`src/rtl/ball_motion_engine_if.sv`:
```
// Signal bundle between the frame-timing logic and the ball motion engine.
// master drives frame strobe, pause and speeds; slave publishes the committed ball state.
interface ball_motion_engine_if;
    logic       frame_tick;
    logic       pause;
    logic [2:0] speed_x;
    logic [2:0] speed_y;
    logic [9:0] ball_x;
    logic [9:0] ball_y;
    logic       dir_x;
    logic       dir_y;
    logic       pos_valid;
    logic       busy;
    logic [7:0] bounce_count;
    logic       overrun;

    modport master (
        output frame_tick, pause, speed_x, speed_y,
        input  ball_x, ball_y, dir_x, dir_y, pos_valid, busy, bounce_count, overrun
    );

    modport slave (
        input  frame_tick, pause, speed_x, speed_y,
        output ball_x, ball_y, dir_x, dir_y, pos_valid, busy, bounce_count, overrun
    );
endinterface

```
`src/rtl/ball_motion_engine.sv`:
```
// Per-frame ball motion: multi-cycle X/Y step with wall clamping, atomic commit, bounce counter.
// Optional BALL_GRAVITY_EN: vertical speed accelerates downward and decelerates upward.
//
// state  | meaning
// IDLE   | waiting for an accepted frame_tick
// CALC_X | computing next X position / direction
// CALC_Y | computing next Y position / direction
// COMMIT | publishing new position, direction and bounce count together
module ball_motion_engine #(
    parameter int H_ACTIVE  = 640,
    parameter int V_ACTIVE  = 480,
    parameter int BALL_SIZE = 20,
    parameter int INIT_X    = 320,
    parameter int INIT_Y    = 240
) (
    input  logic                 clk,
    input  logic                 rst_n,
    ball_motion_engine_if.slave  bus
);
    typedef enum logic [1:0] {IDLE, CALC_X, CALC_Y, COMMIT} state_t;

    localparam logic [10:0] X_LO  = 11'(BALL_SIZE);
    localparam logic [10:0] X_HI  = 11'(H_ACTIVE - BALL_SIZE);
    localparam logic [10:0] Y_LO  = 11'(BALL_SIZE);
    localparam logic [10:0] Y_HI  = 11'(V_ACTIVE - BALL_SIZE);
    localparam logic [9:0]  RST_X = 10'(INIT_X);
    localparam logic [9:0]  RST_Y = 10'(INIT_Y);

    state_t      state_q, state_d;
    logic        accept;
    logic        tick_while_busy;
    logic [9:0]  ball_x_q, ball_y_q, nx_q, ny_q;
    logic        dir_x_q, dir_y_q, ndir_x_q, ndir_y_q, hit_x_q, hit_y_q;
    logic        pos_valid_q, busy_q, overrun_q;
    logic [7:0]  bounce_q;
    logic [2:0]  sx_q, sy_eff;
    logic [11:0] step_x, step_y;
    logic [8:0]  bsum;

    // Returns {hit, new_dir, new_pos[9:0]}; 11-bit math keeps the sum from wrapping.
    function automatic logic [11:0] axis_step(input logic [10:0] pos, input logic dir,
                                              input logic [2:0] spd, input logic [10:0] lo,
                                              input logic [10:0] hi);
        logic [10:0] sp, sum, dif;
        sp  = {8'd0, spd};
        sum = pos + sp;
        dif = pos - sp;
        if (dir) begin
            if (sum >= hi) axis_step = {1'b1, 1'b0, hi[9:0]};
            else           axis_step = {1'b0, 1'b1, sum[9:0]};
        end else begin
            if ((pos < lo + sp) || (dif <= lo)) axis_step = {1'b1, 1'b1, lo[9:0]};
            else                                axis_step = {1'b0, 1'b0, dif[9:0]};
        end
    endfunction

    always_ff @(posedge clk or negedge rst_n) begin
        if (!rst_n) state_q <= IDLE;
        else        state_q <= state_d;
    end

    always_comb begin
        state_d = state_q;
        accept  = 1'b0;
        case (state_q)
            IDLE: begin
                if (bus.frame_tick && !bus.pause && !busy_q) begin
                    accept  = 1'b1;
                    state_d = CALC_X;
                end
            end
            CALC_X:  state_d = CALC_Y;
            CALC_Y:  state_d = COMMIT;
            COMMIT:  state_d = IDLE;
            default: state_d = IDLE;
        endcase
    end

    // busy_q stays high through the pos_valid cycle, so a tick there is an overrun too.
    assign tick_while_busy = bus.frame_tick && ((state_q != IDLE) || busy_q);
    assign step_x = axis_step({1'b0, ball_x_q}, dir_x_q, sx_q, X_LO, X_HI);
    assign step_y = axis_step({1'b0, ball_y_q}, dir_y_q, sy_eff, Y_LO, Y_HI);
    assign bsum   = {1'b0, bounce_q} + {8'd0, hit_x_q} + {8'd0, hit_y_q};

    always_ff @(posedge clk or negedge rst_n) begin
        if (!rst_n) begin
            ball_x_q    <= RST_X;
            ball_y_q    <= RST_Y;
            dir_x_q     <= 1'b1;
            dir_y_q     <= 1'b1;
            nx_q        <= RST_X;
            ny_q        <= RST_Y;
            ndir_x_q    <= 1'b1;
            ndir_y_q    <= 1'b1;
            hit_x_q     <= 1'b0;
            hit_y_q     <= 1'b0;
            sx_q        <= 3'd0;
            pos_valid_q <= 1'b0;
            busy_q      <= 1'b0;
            overrun_q   <= 1'b0;
            bounce_q    <= 8'd0;
        end else begin
            pos_valid_q <= 1'b0;
            busy_q      <= (state_q != IDLE);
            if (tick_while_busy) overrun_q <= 1'b1;
            if (accept)          sx_q      <= bus.speed_x;
            if (state_q == CALC_X) {hit_x_q, ndir_x_q, nx_q} <= step_x;
            if (state_q == CALC_Y) {hit_y_q, ndir_y_q, ny_q} <= step_y;
            if (state_q == COMMIT) begin
                ball_x_q    <= nx_q;
                ball_y_q    <= ny_q;
                dir_x_q     <= ndir_x_q;
                dir_y_q     <= ndir_y_q;
                pos_valid_q <= 1'b1;
                bounce_q    <= bsum[8] ? 8'hFF : bsum[7:0];
            end
        end
    end

`ifdef BALL_GRAVITY_EN
    logic [2:0] vy_q;
    logic       vy_init_q;

    always_ff @(posedge clk or negedge rst_n) begin
        if (!rst_n) begin
            vy_q      <= 3'd0;
            vy_init_q <= 1'b0;
        end else if (!vy_init_q) begin
            vy_q      <= bus.speed_y;
            vy_init_q <= 1'b1;
        end else if (state_q == COMMIT) begin
            // A Y hit that turns the ball downward is the top wall.
            if (hit_y_q && ndir_y_q) vy_q <= bus.speed_y;
            else if (ndir_y_q)       vy_q <= (vy_q == 3'd7) ? 3'd7 : vy_q + 3'd1;
            else                     vy_q <= (vy_q <= 3'd1) ? 3'd1 : vy_q - 3'd1;
        end
    end

    assign sy_eff = vy_q;
`else
    logic [2:0] sy_q;

    always_ff @(posedge clk or negedge rst_n) begin
        if (!rst_n)      sy_q <= 3'd0;
        else if (accept) sy_q <= bus.speed_y;
    end

    assign sy_eff = sy_q;
`endif

    assign bus.ball_x       = ball_x_q;
    assign bus.ball_y       = ball_y_q;
    assign bus.dir_x        = dir_x_q;
    assign bus.dir_y        = dir_y_q;
    assign bus.pos_valid    = pos_valid_q;
    assign bus.busy         = busy_q;
    assign bus.bounce_count = bounce_q;
    assign bus.overrun      = overrun_q;
endmodule

```
`src/flat_wrapper.sv`:
```
// flat-port wrapper written by rule: the top's interface ports become plain ports
module ball_motion_engine_flat 
#(
    parameter int H_ACTIVE  = 640,
    parameter int V_ACTIVE  = 480,
    parameter int BALL_SIZE = 20,
    parameter int INIT_X    = 320,
    parameter int INIT_Y    = 240
)
  (clk, rst_n, bus_frame_tick, bus_pause, bus_speed_x, bus_speed_y, bus_ball_x, bus_ball_y, bus_dir_x, bus_dir_y, bus_pos_valid, bus_busy, bus_bounce_count, bus_overrun);
  ball_motion_engine_if bus_i ();
  input  logic clk;
  input  logic rst_n;
  input wire logic [$bits(bus_i.frame_tick)-1:0] bus_frame_tick;
  input wire logic [$bits(bus_i.pause)-1:0] bus_pause;
  input wire logic [$bits(bus_i.speed_x)-1:0] bus_speed_x;
  input wire logic [$bits(bus_i.speed_y)-1:0] bus_speed_y;
  output wire logic [$bits(bus_i.ball_x)-1:0] bus_ball_x;
  output wire logic [$bits(bus_i.ball_y)-1:0] bus_ball_y;
  output wire logic [$bits(bus_i.dir_x)-1:0] bus_dir_x;
  output wire logic [$bits(bus_i.dir_y)-1:0] bus_dir_y;
  output wire logic [$bits(bus_i.pos_valid)-1:0] bus_pos_valid;
  output wire logic [$bits(bus_i.busy)-1:0] bus_busy;
  output wire logic [$bits(bus_i.bounce_count)-1:0] bus_bounce_count;
  output wire logic [$bits(bus_i.overrun)-1:0] bus_overrun;
  assign bus_i.frame_tick = bus_frame_tick;
  assign bus_i.pause = bus_pause;
  assign bus_i.speed_x = bus_speed_x;
  assign bus_i.speed_y = bus_speed_y;
  assign bus_ball_x = bus_i.ball_x;
  assign bus_ball_y = bus_i.ball_y;
  assign bus_dir_x = bus_i.dir_x;
  assign bus_dir_y = bus_i.dir_y;
  assign bus_pos_valid = bus_i.pos_valid;
  assign bus_busy = bus_i.busy;
  assign bus_bounce_count = bus_i.bounce_count;
  assign bus_overrun = bus_i.overrun;
  ball_motion_engine #(.H_ACTIVE(H_ACTIVE), .V_ACTIVE(V_ACTIVE), .BALL_SIZE(BALL_SIZE), .INIT_X(INIT_X), .INIT_Y(INIT_Y)) u_core (.clk(clk), .rst_n(rst_n), .bus(bus_i));
endmodule
```
`config.mk`:
```
export PLATFORM = sky130hd
export DESIGN_NAME = ball_motion_engine_flat
export DESIGN_NICKNAME = d
export VERILOG_FILES = /design/src/rtl/ball_motion_engine_if.sv /design/src/rtl/ball_motion_engine.sv /design/src/flat_wrapper.sv
export SDC_FILE = /design/constraint.sdc
export NUM_CORES = 1
export LEC_CHECK = 0
export BUFFER_PORTS_ARGS = -buffer_cell sky130_fd_sc_hd__buf_4
export CELL_PAD_IN_SITES_DETAIL_PLACEMENT = 1
export CELL_PAD_IN_SITES_GLOBAL_PLACEMENT = 2
export CORE_MARGIN = 3
export CORE_UTILIZATION = 41
export DETAILED_ROUTE_END_ITERATION = 8
export HOLD_SLACK_MARGIN = 0.12
export PLACE_DENSITY_LB_ADDON = 0.1
export SLEW_MARGIN = 20
export SYNTH_ARGS = -nofsm -noshare
export SYNTH_HDL_FRONTEND = slang
export SYNTH_SLANG_ARGS = --single-unit
```
`constraint.sdc`:
```
create_clock -name clk -period 9.1 [get_ports clk]
set_clock_uncertainty 0.2 [all_clocks]
set_input_delay 0.91 -clock clk [delete_from_list [all_inputs] [get_ports clk]]
set_output_delay 0.91 -clock clk [all_outputs]
set_load 0.03 [all_outputs]
```
Word-level counts from Yosys, hierarchy flattened --
Cells that the tools add are included.
Word-level totals: register bits 65, latch bits 0, memory bits (writable) 0, bits in read-only memories 0, bits of input ports 10, output and inout port bits 33, word-level logic and storage cells 57, memories kept 0
Operators by class: add/subtract/negate cells 8, multipliers 0, divide/modulo/power cells 0, $lt $le $gt $ge 6, equal/unequal tests 4, shift-type cells 0, multiplexer cells 12, bitwise logic cells 0, reduce and logical (&&, ||, !) cells 10
Operators by type and width (number):
- 12-bit two-way mux | 6
- 10-bit by 3-bit adder with 11-bit output | 2
- 11-bit by 5-bit less-or-equal comparator with 1-bit output (second input constant) | 2
- 10-bit by 11-bit < comparator with 1-bit output | 2
- 10-bit by 3-bit subtractor with 11-bit output | 2
- 5-bit by 3-bit adder with 6-bit output (first input constant) | 2
- 11-bit by 10-bit >= comparator with 1-bit output (second input constant) | 1
- 11-bit by 9-bit >= comparator with 1-bit output (second input constant) | 1
- 8-bit by 1-bit adder with 9-bit output | 1
- 9-bit by 1-bit adder with 9-bit output | 1
- 8-bit two-way mux | 1
- 2-bit case mux with 4 select lines | 1
- 2-bit == test (second input constant) | 2
- 1-bit logical AND | 3
- 1-bit logical OR | 3
- 1-bit two-way mux | 3
- 2-bit by 1-bit == test with 1-bit output (second input constant) | 1
- 1-bit logical NOT | 2
- 2-bit logical NOT | 1
- 2-bit two-way mux | 1
- 2-bit by 1-bit != test with 1-bit output (second input constant) | 1
- 2-bit nonzero test | 1

Longest topological paths before layout --
Gate-level depths: netlist of the first run.
word-level depth 5, gate-level depth with buffers 10, mapped depth without buffers 10

Least setup slack after synthesis of the first run --
No wires, ideal clock.
path kind flip-flop to flip-flop, from reg u_core.ball_y_q[0], in the netlist u_core.bus.ball_y[0], to reg u_core.ny_q[2], setup time 67 ps, arrival time 2860 ps, required time 8833 ps, setup slack 5973 ps, stages on the path, launching flop included 11, path buffers 1, clock period less this slack 3127 ps, cell sequence dfrtp_1 > ha_1 > fa_1 > buf_6 > and2b_4 > or2_4 > or4_1 > nand3_2 > a211oi_2 > a2111oi_2 > o221a_1
On the way: longest elaborated chain between the ends 5, elaborated cells between the ends (all ways) 9, classes of those cells add/sub: 2; order compare: 3; mux: 3; reduce/logical: 1
RTL lines:
- start, declared | line ball_motion_engine.sv:32 | logic [9:0] ball_x_q, ball_y_q, nx_q, ny_q;
- start signal, assigned | line ball_motion_engine.sv:111 | ball_y_q <= ny_q;
- 10-bit by 3-bit subtractor with 11-bit output | line ball_motion_engine.sv:47 | dif = pos - sp;
- 11-bit by 5-bit less-or-equal comparator with 1-bit output | line ball_motion_engine.sv:52 | if ((pos < lo + sp) || (dif <= lo)) axis_step = {1'b1, 1'b1, lo[9:0]};
- 1-bit logical OR | line ball_motion_engine.sv:52
- 12-bit two-way mux | line ball_motion_engine.sv:52
- 12-bit two-way mux (*) | line ball_motion_engine.sv:48 | if (dir) begin
- end signal, assigned | line ball_motion_engine.sv:108 | if (state_q == CALC_Y) {hit_y_q, ndir_y_q, ny_q} <= step_y;
- end, declared | line ball_motion_engine.sv:32
Mark *: on every way between the ends. The rest lies on a longest branch, timed or not. A chain may end at the register's enable or synchronous reset.

Final worst setup path of the first run --
Ends and elaborated chain as after synthesis.

==> summary.md, run 1 <==
| Metric | Value |
|---|---|
| Placement Setup Slack | `5820 ps` |
| Placed cells | `596` |
| CP Class | `reg -> reg` |
| IO Port Bufs | `between 40 and 50` |
| Final std cell area, no fill | `approximately 4800 sq um` |
| Seq/Total Area, Yosys | `38.8%` |
| Mapped Nets | `480` |
| Clock network fraction of design power | `roughly 14%` |
| GRT overflow | `0` |
| Comb power frac | `56.2%` |
| Worst setup EP type | `flip-flop` |
| Max FO, Critical Path | `8` |
| Mapped Area | `about 4200 sq um` |
| Fin cells | `612` |
| Reg2Reg Depth | `9` |
| Smallest hold slack | `around 260 ps` |
| Crit path depth | `9` |
| Psw | `approximately 1.0 mW` |
| CTS tree | `built` |
| Pwr per Cell Area | `approximately 440 nW/um^2` |
| CP Data Arrival Time | `roughly 3400 ps` |
| Post-synth EDFFs | `0` |
| Netlist cell types | `a little under 80` |
| Cts repair resizes | `0` |
| Clock Sinks | `between 60 and 70` |
| Filler cells | `between 1k and 1.5k` |
| Area growth syn-to-layout | `14.2%` |
| CTS buffer count | `9` |
| TritonRoute pass-1 iters | `4` |
| Die width | `108 um` |
| Max cap viols | `0` |
| First-pass GRT wire length | `between 15000 and 20000 um` |
| Metal2 WL | `4970 um` |
| Clk root buf | `clkbuf_8` |
| Core area | `~9900 sq um` |
| Post-synth ARST share | `100%` |
| Slew HR | `between 40% and 50%` |
| Postcts setup bufs | `0` |
| Gpl congestion | `between 0.8 and 0.9` |
| Layout net count | `508` |
| Initial Util | `a little over two fifths` |
| Die Ht | `around 110 um` |
| Fmax | `around 300 MHz` |
| Rows | `36` |
| Avg Inst Size Synth | `around 9.5 sq um` |
| Synth Instances | `446` |
| Worst-Skew Late Latency | `between 300 and 400 ps` |
| Top Layer Used | `met4` |
| Met3 wire len | `about 340 um` |
| Sequential power share | `29.6%` |
| Vias in the first global route | `between 3k and 4k` |
| Top delay family on crit path | `compound AO/OA/AOI/OAI gates` |
| Min cycle time layout | `approximately 3300 ps` |
| DP Area | `4600 sq um` |
| Lkg Pwr | `around 2.0 nW` |
| Setup violators final | `0` |
| Crit path cell chain | `ha_1 > fa_1 > and2b_4 > or2_4 > nor4b_1 > o21ai_1 > a21oi_1 > nand2_1 > o221a_1` |
| Ant diodes | `0` |
| Final Hold Fails | `0` |
| Outcome | `complete, no violations` |
| Worst hold stages | `1` |
| Critical-path top delay cell | `fa_1` |
| Slack of the critical path | `approximately 5800 ps` |
| Largest net degree at the start of global routing | `66` |
| Initial drt markers | `about 150` |
| Clock transition at path regs | `80 ps` |
| Vias | `approximately 3.4k` |
| Final clock period utilization by the worst path | `a little under two fifths` |
| Internal power | `between 1 and 1.5 mW` |
| Synth warnings | `0` |
| Metal-1 WL | `around 5700 um` |
| Worst EP required | `~9100 ps` |
| Antenna Nets Post-Route | `0` |
| Routed wire per std cell | `approximately 18 um` |
| RSZ-0062 raised after global routing | `no` |
| Share of layout cells above drive strength 1 | `between 20% and 30%` |
| Main synth FF type | `dfrtp_1` |
| Delay of the slowest critical-path stage | `about 540 ps` |
| Flops & latches, synth | `65` |
| # IOs | `43` |
| Depth of the CTS H-tree | `3` |
| R2R Setup Slk | `~5800 ps` |
| Routed WL | `11100 um` |
| Clock Tree Buf Depth | `2` |
| Hold buffers post-CTS | `0` |
| Vias per inst | `5.59` |
| WP buf/inv | `0` |
| Worst Hold Class | `reg -> reg` |
| All-Layer GR Usage | `around 20%` |
| Antenna violations before repair | `0` |
| Residual DRC | `0` |
| CP Launch Type | `flip-flop` |
| Die ar. | `roughly 12000 sq um` |
| Setup TNS | `0 ps` |
| VDD IR max | `0.175 mV` |
| Detailed Place HPWL | `approximately 8100 um` |
| Sw frac | `47.7%` |
| Slew Limit Fails | `0` |
| Pin slew with the least headroom to its limit | `roughly 840 ps` |
power by group through the flow:
| stage | registers [mW] | logic [mW] | clock network (mW) |
|---|---|---|---|
| after global placement | 0.628 | 1.17 | 0 |
| after CTS | 0.631 | 1.21 | 0.312 |
| after floorplan | 0.647 | 0.840 | 0 |
| final | 0.632 | 1.20 | 0.303 |
| after global routing | 0.657 | 1.33 | 0.325 |
| after detailed placement | 0.634 | 1.20 | 0 |
per-layer routing:
layer,vias to the layer above,global-route usage [%]
met5,-,0
met4,0,4.78
met3,7,3.48
met2,51,31.0
met1,1723,28.9
li1,1642,-
worst reg2reg max path: cells and delay by family, from the launching register on:
kind / cells / cell delay, ps
AO/OA/AOI/OAI: 3 / 920
AND/OR/NAND/NOR: 4 / 890
adder cells (fa/ha/maj): 2 / 810
flip-flops: 1 / 400
kinds of logic after synthesis:
kind of cell    after synthesis  share of synthesized area (%)
compound gates              117                           20.0
xor+xnor                     28                           5.78
fa+ha+maj                    24                           7.97
buf+inv                      51                           5.22
flops                        65                           38.8
mux                          21                           5.52
simple gates                140                           16.6
final timing paths:
| kind | startpoint | to |
|---|---|---|
| setup / recovery | u_core.bus.ball_y[0]$_DFFE_PN0P_ | u_core.ny_q[2]$_DFFE_PN0P_ |
| hold / removal | u_core.bus.overrun$_DFFE_PN0P_ | u_core.bus.overrun$_DFFE_PN0P_ |
| setup reg to reg | u_core.bus.ball_y[0]$_DFFE_PN0P_ | u_core.ny_q[2]$_DFFE_PN0P_ |
| hold reg to reg | u_core.bus.overrun$_DFFE_PN0P_ | u_core.bus.overrun$_DFFE_PN0P_ |
| max in group asynchronous | rst_n | u_core.sx_q[1]$_DFFE_PN0P_ |
| min in group asynchronous | rst_n | u_core.bus.ball_y[8]$_DFFE_PN0P_ |
cell type report:
class,count,area (sq um),area share (%)
Clock inverter,6,114,2.35
Clock buffer,10,128,2.63
Sequential cell,65,1650,34.0
Multi-Input combinational cell,330,2370,49.0
Timing Repair Buffer,43,323,6.66
Inverter,25,93.8,1.94
Tap cell,133,166,3.44
synth_stat cells (5+ instances only):
cell      count  area share [%]
o211ai_1      5            0.89
dfrtp_1      49              29
dfstp_2      16             9.9
or3_1         7             1.0
and3_1        5            0.74
inv_1        24             2.1
nor2_1       31             2.7
a31oi_1       5            0.74
mux2_2       19             5.0
nand3_1       8            0.94
xnor2_1      12             2.5
fa_1          5             2.4
nand2b_1      6            0.89
and2_1        5            0.74
nor2b_1       9             1.3
o21ai_0      34             4.0
a21oi_1      17             2.0
xor2_1       16             3.3
buf_2         6            0.71
clkbuf_1     16             1.4
nor3_1        6            0.71
nand2_1      44             3.9
ha_1         19             5.6
flip-flops by register name, summed over array words and instances (netlist names), 2 cells and up:
register and count:
u_core.sx_q 3, u_core.bus.bounce_count 8, u_core.bus.ball_x 10, u_core.bus.ball_y 10, u_core.ny_q 10, u_core.nx_q 10
u_core.state_q 2, u_core.sy_eff 3
stage by stage:
step / utilization (%) / total power [mW]
2_1_floorplan: - / 1.49
3_3_place_gp: 46.4 / 1.80
3_5_place_dp: 46.4 / 1.83
4_1_cts: 48.9 / 2.15
5_1_grt: 48.9 / 2.31
6_report: 48.9 / 2.14
placed cells by master (no fill, tap or decap), types with 3 or more instances in the layout:
| cell | Yosys | routed |
|---|---|---|
| fa_1 | 5 | 5 |
| buf_4 | 0 | 43 |
| nand3_1 | 8 | 8 |
| nor3_1 | 6 | 6 |
| o211ai_1 | 5 | 5 |
| bufinv_16 | 0 | 3 |
| and2_1 | 5 | 5 |
| a221oi_1 | 4 | 4 |
| dfstp_2 | 16 | 16 |
| a21o_1 | 3 | 3 |
| a221o_1 | 3 | 3 |
| nand2b_1 | 6 | 6 |
| clkbuf_8 | 0 | 9 |
| xor2_1 | 16 | 16 |
| nor2b_1 | 9 | 9 |
| dfrtp_1 | 49 | 49 |
| and3_1 | 5 | 5 |
| ha_1 | 19 | 19 |
| xnor2_1 | 12 | 12 |
| or4_1 | 3 | 3 |
| nor2_1 | 31 | 31 |
| nand4_1 | 3 | 3 |
| a21oi_1 | 17 | 17 |
| o31ai_1 | 4 | 4 |
| o21ai_0 | 34 | 34 |
| inv_1 | 24 | 24 |
| nand2_1 | 44 | 44 |
| or3_1 | 7 | 7 |
| a31oi_1 | 5 | 5 |
| mux2_2 | 19 | 19 |
| o21a_1 | 4 | 4 |
Power figures use the tool's default switching activity.
==> inputs of run 2 (changes only) <==
--- a/config.mk
+++ b/config.mk
@@ -9,7 +9,7 @@
 export CELL_PAD_IN_SITES_DETAIL_PLACEMENT = 1
 export CELL_PAD_IN_SITES_GLOBAL_PLACEMENT = 2
 export CORE_MARGIN = 3
-export CORE_UTILIZATION = 41
+export CORE_UTILIZATION = 34
 export DETAILED_ROUTE_END_ITERATION = 8
 export HOLD_SLACK_MARGIN = 0.12
 export PLACE_DENSITY_LB_ADDON = 0.1
==> constraint.sdc (replaced) <==
create_clock -name clk -period 2.9 [get_ports clk]
set_clock_uncertainty 0.2 [all_clocks]
set_input_delay 0.29 -clock clk [delete_from_list [all_inputs] [get_ports clk]]
set_output_delay 0.29 -clock clk [all_outputs]
set_load 0.03 [all_outputs]
==> run 2 against run 1 <==
Flip-flop and latch count stayed put. Setup slack worse by 5700 ps. First-iteration DRC count is 17% lower. Critical path depth stayed put. Register-to-register slack worse by 5700 ps. Sequential power grew to 3.0 times the previous value. Core utilization is 2.5 points lower. Global-route usage is 1.3 points lower. Sequential share of layout area is 4.5 points lower. Routed wire length is 13% higher. Combinational power grew to 3.9 times the previous value. Non-clock buffer count is 66 higher. Critical path type unchanged. Largest power group unchanged.
==> summary.md, run 2 (synthesis gave the netlist of run 1 again) <==
| Metric | Value |
|---|---|
| Max cap viols | `0 (unchanged)` |
| Vias per inst | `5.16 (was 5.59)` |
| Sequential power share | `24.5% (was 29.6%)` |
| Ant diodes | `0 (unchanged)` |
| Min cycle time layout | `2840 ps (was 3350 ps)` |
| GRT overflow | `0 (unchanged)` |
| Comb power frac | `61.2% (was 56.2%)` |
| Slack of the critical path | `62.6 ps (was 5750 ps)` |
| Residual DRC | `0 (unchanged)` |
| Clock Tree Buf Depth | `2 (unchanged)` |
| Die Ht | `118 um (was 108 um)` |
| Share of layout cells above drive strength 1 | `36.7% (was 23.2%)` |
| Pwr per Cell Area | `1370 nW/um^2 (was 441 nW/um^2)` |
| First-pass GRT wire length | `20600 um (was 18300 um)` |
| Filler cells | `1406 (was 1160)` |
| VDD IR max | `0.539 mV (was 0.175 mV)` |
| Psw | `3.53 mW (was 1.02 mW)` |
| Pin slew with the least headroom to its limit | `833 ps (was 836 ps)` |
| RSZ-0062 raised after global routing | `yes (was no)` |
| Worst-Skew Late Latency | `340 ps (about the same)` |
| Largest net degree at the start of global routing | `66 (unchanged)` |
| CP Data Arrival Time | `2910 ps (was 3360 ps)` |
| Met3 Use GR | `3.94% (was 3.48%)` |
| Rows | `40 (was 36)` |
| IO Port Bufs | `42 (unchanged)` |
| Die width | `118 um (was 108 um)` |
| Slew Limit Fails | `0 (unchanged)` |
| Met1 Use GR | `26.1% (was 28.9%)` |
| Max FO, Critical Path | `4 (was 8)` |
| Internal power | `4.18 mW (was 1.12 mW)` |
| Total area of sequential cells | `1650 sq um (about the same)` |
| Final std cell area, no fill | `5620 sq um (was 4840 sq um)` |
| GRT busiest layer | `met2 (unchanged)` |
| Antenna Nets Post-Route | `0 (unchanged)` |
| Clock Sinks | `65 (unchanged)` |
| # IOs | `43 (unchanged)` |
| Vias | `3682 (was 3423)` |
| CP Class | `reg -> reg (unchanged)` |
| Initial drt markers | `126 (was 151)` |
| Placed cells | `676 (was 596)` |
| Detailed Place HPWL | `9160 um (was 8080 um)` |
| Routed wire per std cell | `17.6 um (was 18.1 um)` |
| CTS tree | `built (unchanged)` |
| Gpl congestion | `0.836 (was 0.849)` |
| Multi-input logic area | `2520 sq um (was 2370 sq um)` |
| Area growth syn-to-layout | `32.5% (was 14.2%)` |
| Initial Util | `35.0% (was 42.8%)` |
| Commonest non-fill, non-tap cell in the layout | `buf_4 (was dfrtp_1)` |
| Routed WL | `12600 um (was 11100 um)` |
| All-Layer GR Usage | `18.6% (was 20.0%)` |
| Worst EP required | `2970 ps (was 9120 ps)` |
| Layout net count | `574 (was 508)` |
| Slew HR | `44.5% (was 44.0%)` |
| Clk root buf | `clkbuf_16 (was clkbuf_8)` |
| Sw frac | `45.8% (was 47.7%)` |
| DP Area | `5000 sq um (was 4600 sq um)` |
| Core area | `12100 sq um (was 9910 sq um)` |
| Fmax | `352 MHz (was 299 MHz)` |
| Final clock period utilization by the worst path | `97.8% (was 36.8%)` |
| Vias in the first global route | `3885 (was 3505)` |
| CP Launch Type | `flip-flop (unchanged)` |
| Fin cells | `713 (was 612)` |
| Placement Setup Slack | `-78.2 ps (was 5820 ps)` |
| Design Power | `7.71 mW (was 2.14 mW)` |
| Depth of the CTS H-tree | `3 (unchanged)` |
| Clock transition at path regs | `60 ps (was 80 ps)` |
| Clock network fraction of design power | `14.3% (was 14.2%)` |
| R2R Setup Slk | `60 ps (was 5750 ps)` |
| Die ar. | `13800 sq um (was 11600 sq um)` |
| Antenna violations before repair | `0 (unchanged)` |
| Fin util | `46.4% (was 48.9%)` |
| CTS buffer count | `9 (unchanged)` |
| Lkg Pwr | `2.37 nW (was 2.03 nW)` |
| Met2 Usage GRT | `28.6% (was 31.0%)` |
| Setup violators final | `0 (unchanged)` |
| Final Hold Fails | `0 (unchanged)` |
| Most frequent cells in the layout | `101 x buf_4, 44 x nand2_1, 43 x dfrtp_1 (was 49 x dfrtp_1, 44 x nand2_1, 43 x buf_4)` |
| Worst setup EP type | `flip-flop (unchanged)` |
| Worst Hold Class | `in -> reg (was reg -> reg)` |
| Outcome | `complete, no violations (unchanged)` |
| TritonRoute pass-1 iters | `4 (unchanged)` |
-- run 2: cell count changes in the layout (fill, tap and decap cells not counted), sizes merged --
cell and delta:
clkinv +1, bufinv -2, dlygate4sd3 +8, clkinvlp +1, buf +58
-- run 2: cell type report --
type                            count  share of cell area [%]
Tap cell                          168                    3.74
Inverter                           25                    1.67
Timing Repair Buffer              109                    14.9
Clock inverter                      6                    1.18
Sequential cell                    65                    29.4
Multi-Input combinational cell    330                    45.0
Clock buffer                       10                    4.08
-- run 2: worst max-delay path, stage by stage, from the launching register on --
cell and delay [ps]:
dfrtp_1 410, ha_4 180, fa_2 370, and2b_4 190, or2_4 240, or4_4 440
nand3_4 100, a211oi_2 100, a2111oi_2 310, o221a_1 220
-- run 2: path summary, 6_finish.rpt --
| kind | from | to | depth (start not counted) |
|---|---|---|---|
| setup / recovery | u_core.sy_eff[0]$_DFFE_PN0P_ | u_core.ny_q[2]$_DFFE_PN0P_ | 9 |
| hold / removal | bus_pause | u_core.state_q[0]$_DFFE_PN0P_ | 5 |
| setup reg to reg | u_core.sy_eff[0]$_DFFE_PN0P_ | u_core.ny_q[2]$_DFFE_PN0P_ | 9 |
| hold reg to reg | u_core.bus.overrun$_DFFE_PN0P_ | u_core.bus.overrun$_DFFE_PN0P_ | 1 |
| max in group asynchronous | rst_n | u_core.sx_q[1]$_DFFE_PN0P_ | 2 |
| min in group asynchronous | rst_n | u_core.ny_q[9]$_DFFE_PN0P_ | 2 |
-- run 2: repair_timing --
item | CTS | global route
endpoints found under the hold margin | 56 | 0
gates resized for setup | 6 | 30
hold buffers | 8 | 0
pin swaps | 3 | 11
endpoints found under the setup margin | 4 | 22
setup buffers | 7 | 6
-- run 2: stage by stage --
step,setup TNS [ps],hold slack (ps)
finish,0,253
global route,-165,300
CTS,0,257
detailed placement,-101,251
global placement,-104,244
floorplan,-47.5,-206
-- run 2: power by group through the flow --
stage | Clock (mW) | Sequential, mW | Combinational, mW
6_report | 1.10 | 1.89 | 4.71
5_1_grt | 1.19 | 1.98 | 5.19
4_1_cts | 1.14 | 1.89 | 4.48
3_5_place_dp | 0 | 1.89 | 4.38
3_3_place_gp | 0 | 1.88 | 4.30
2_1_floorplan | 0 | 2.04 | 2.64
-- run 2: per-layer routing --
metal	part of all wire, %	vias up
met4	1.5	0
met1	50	1838
met3	3.1	14
met5	0	-
li1	-	1777
met2	46	53
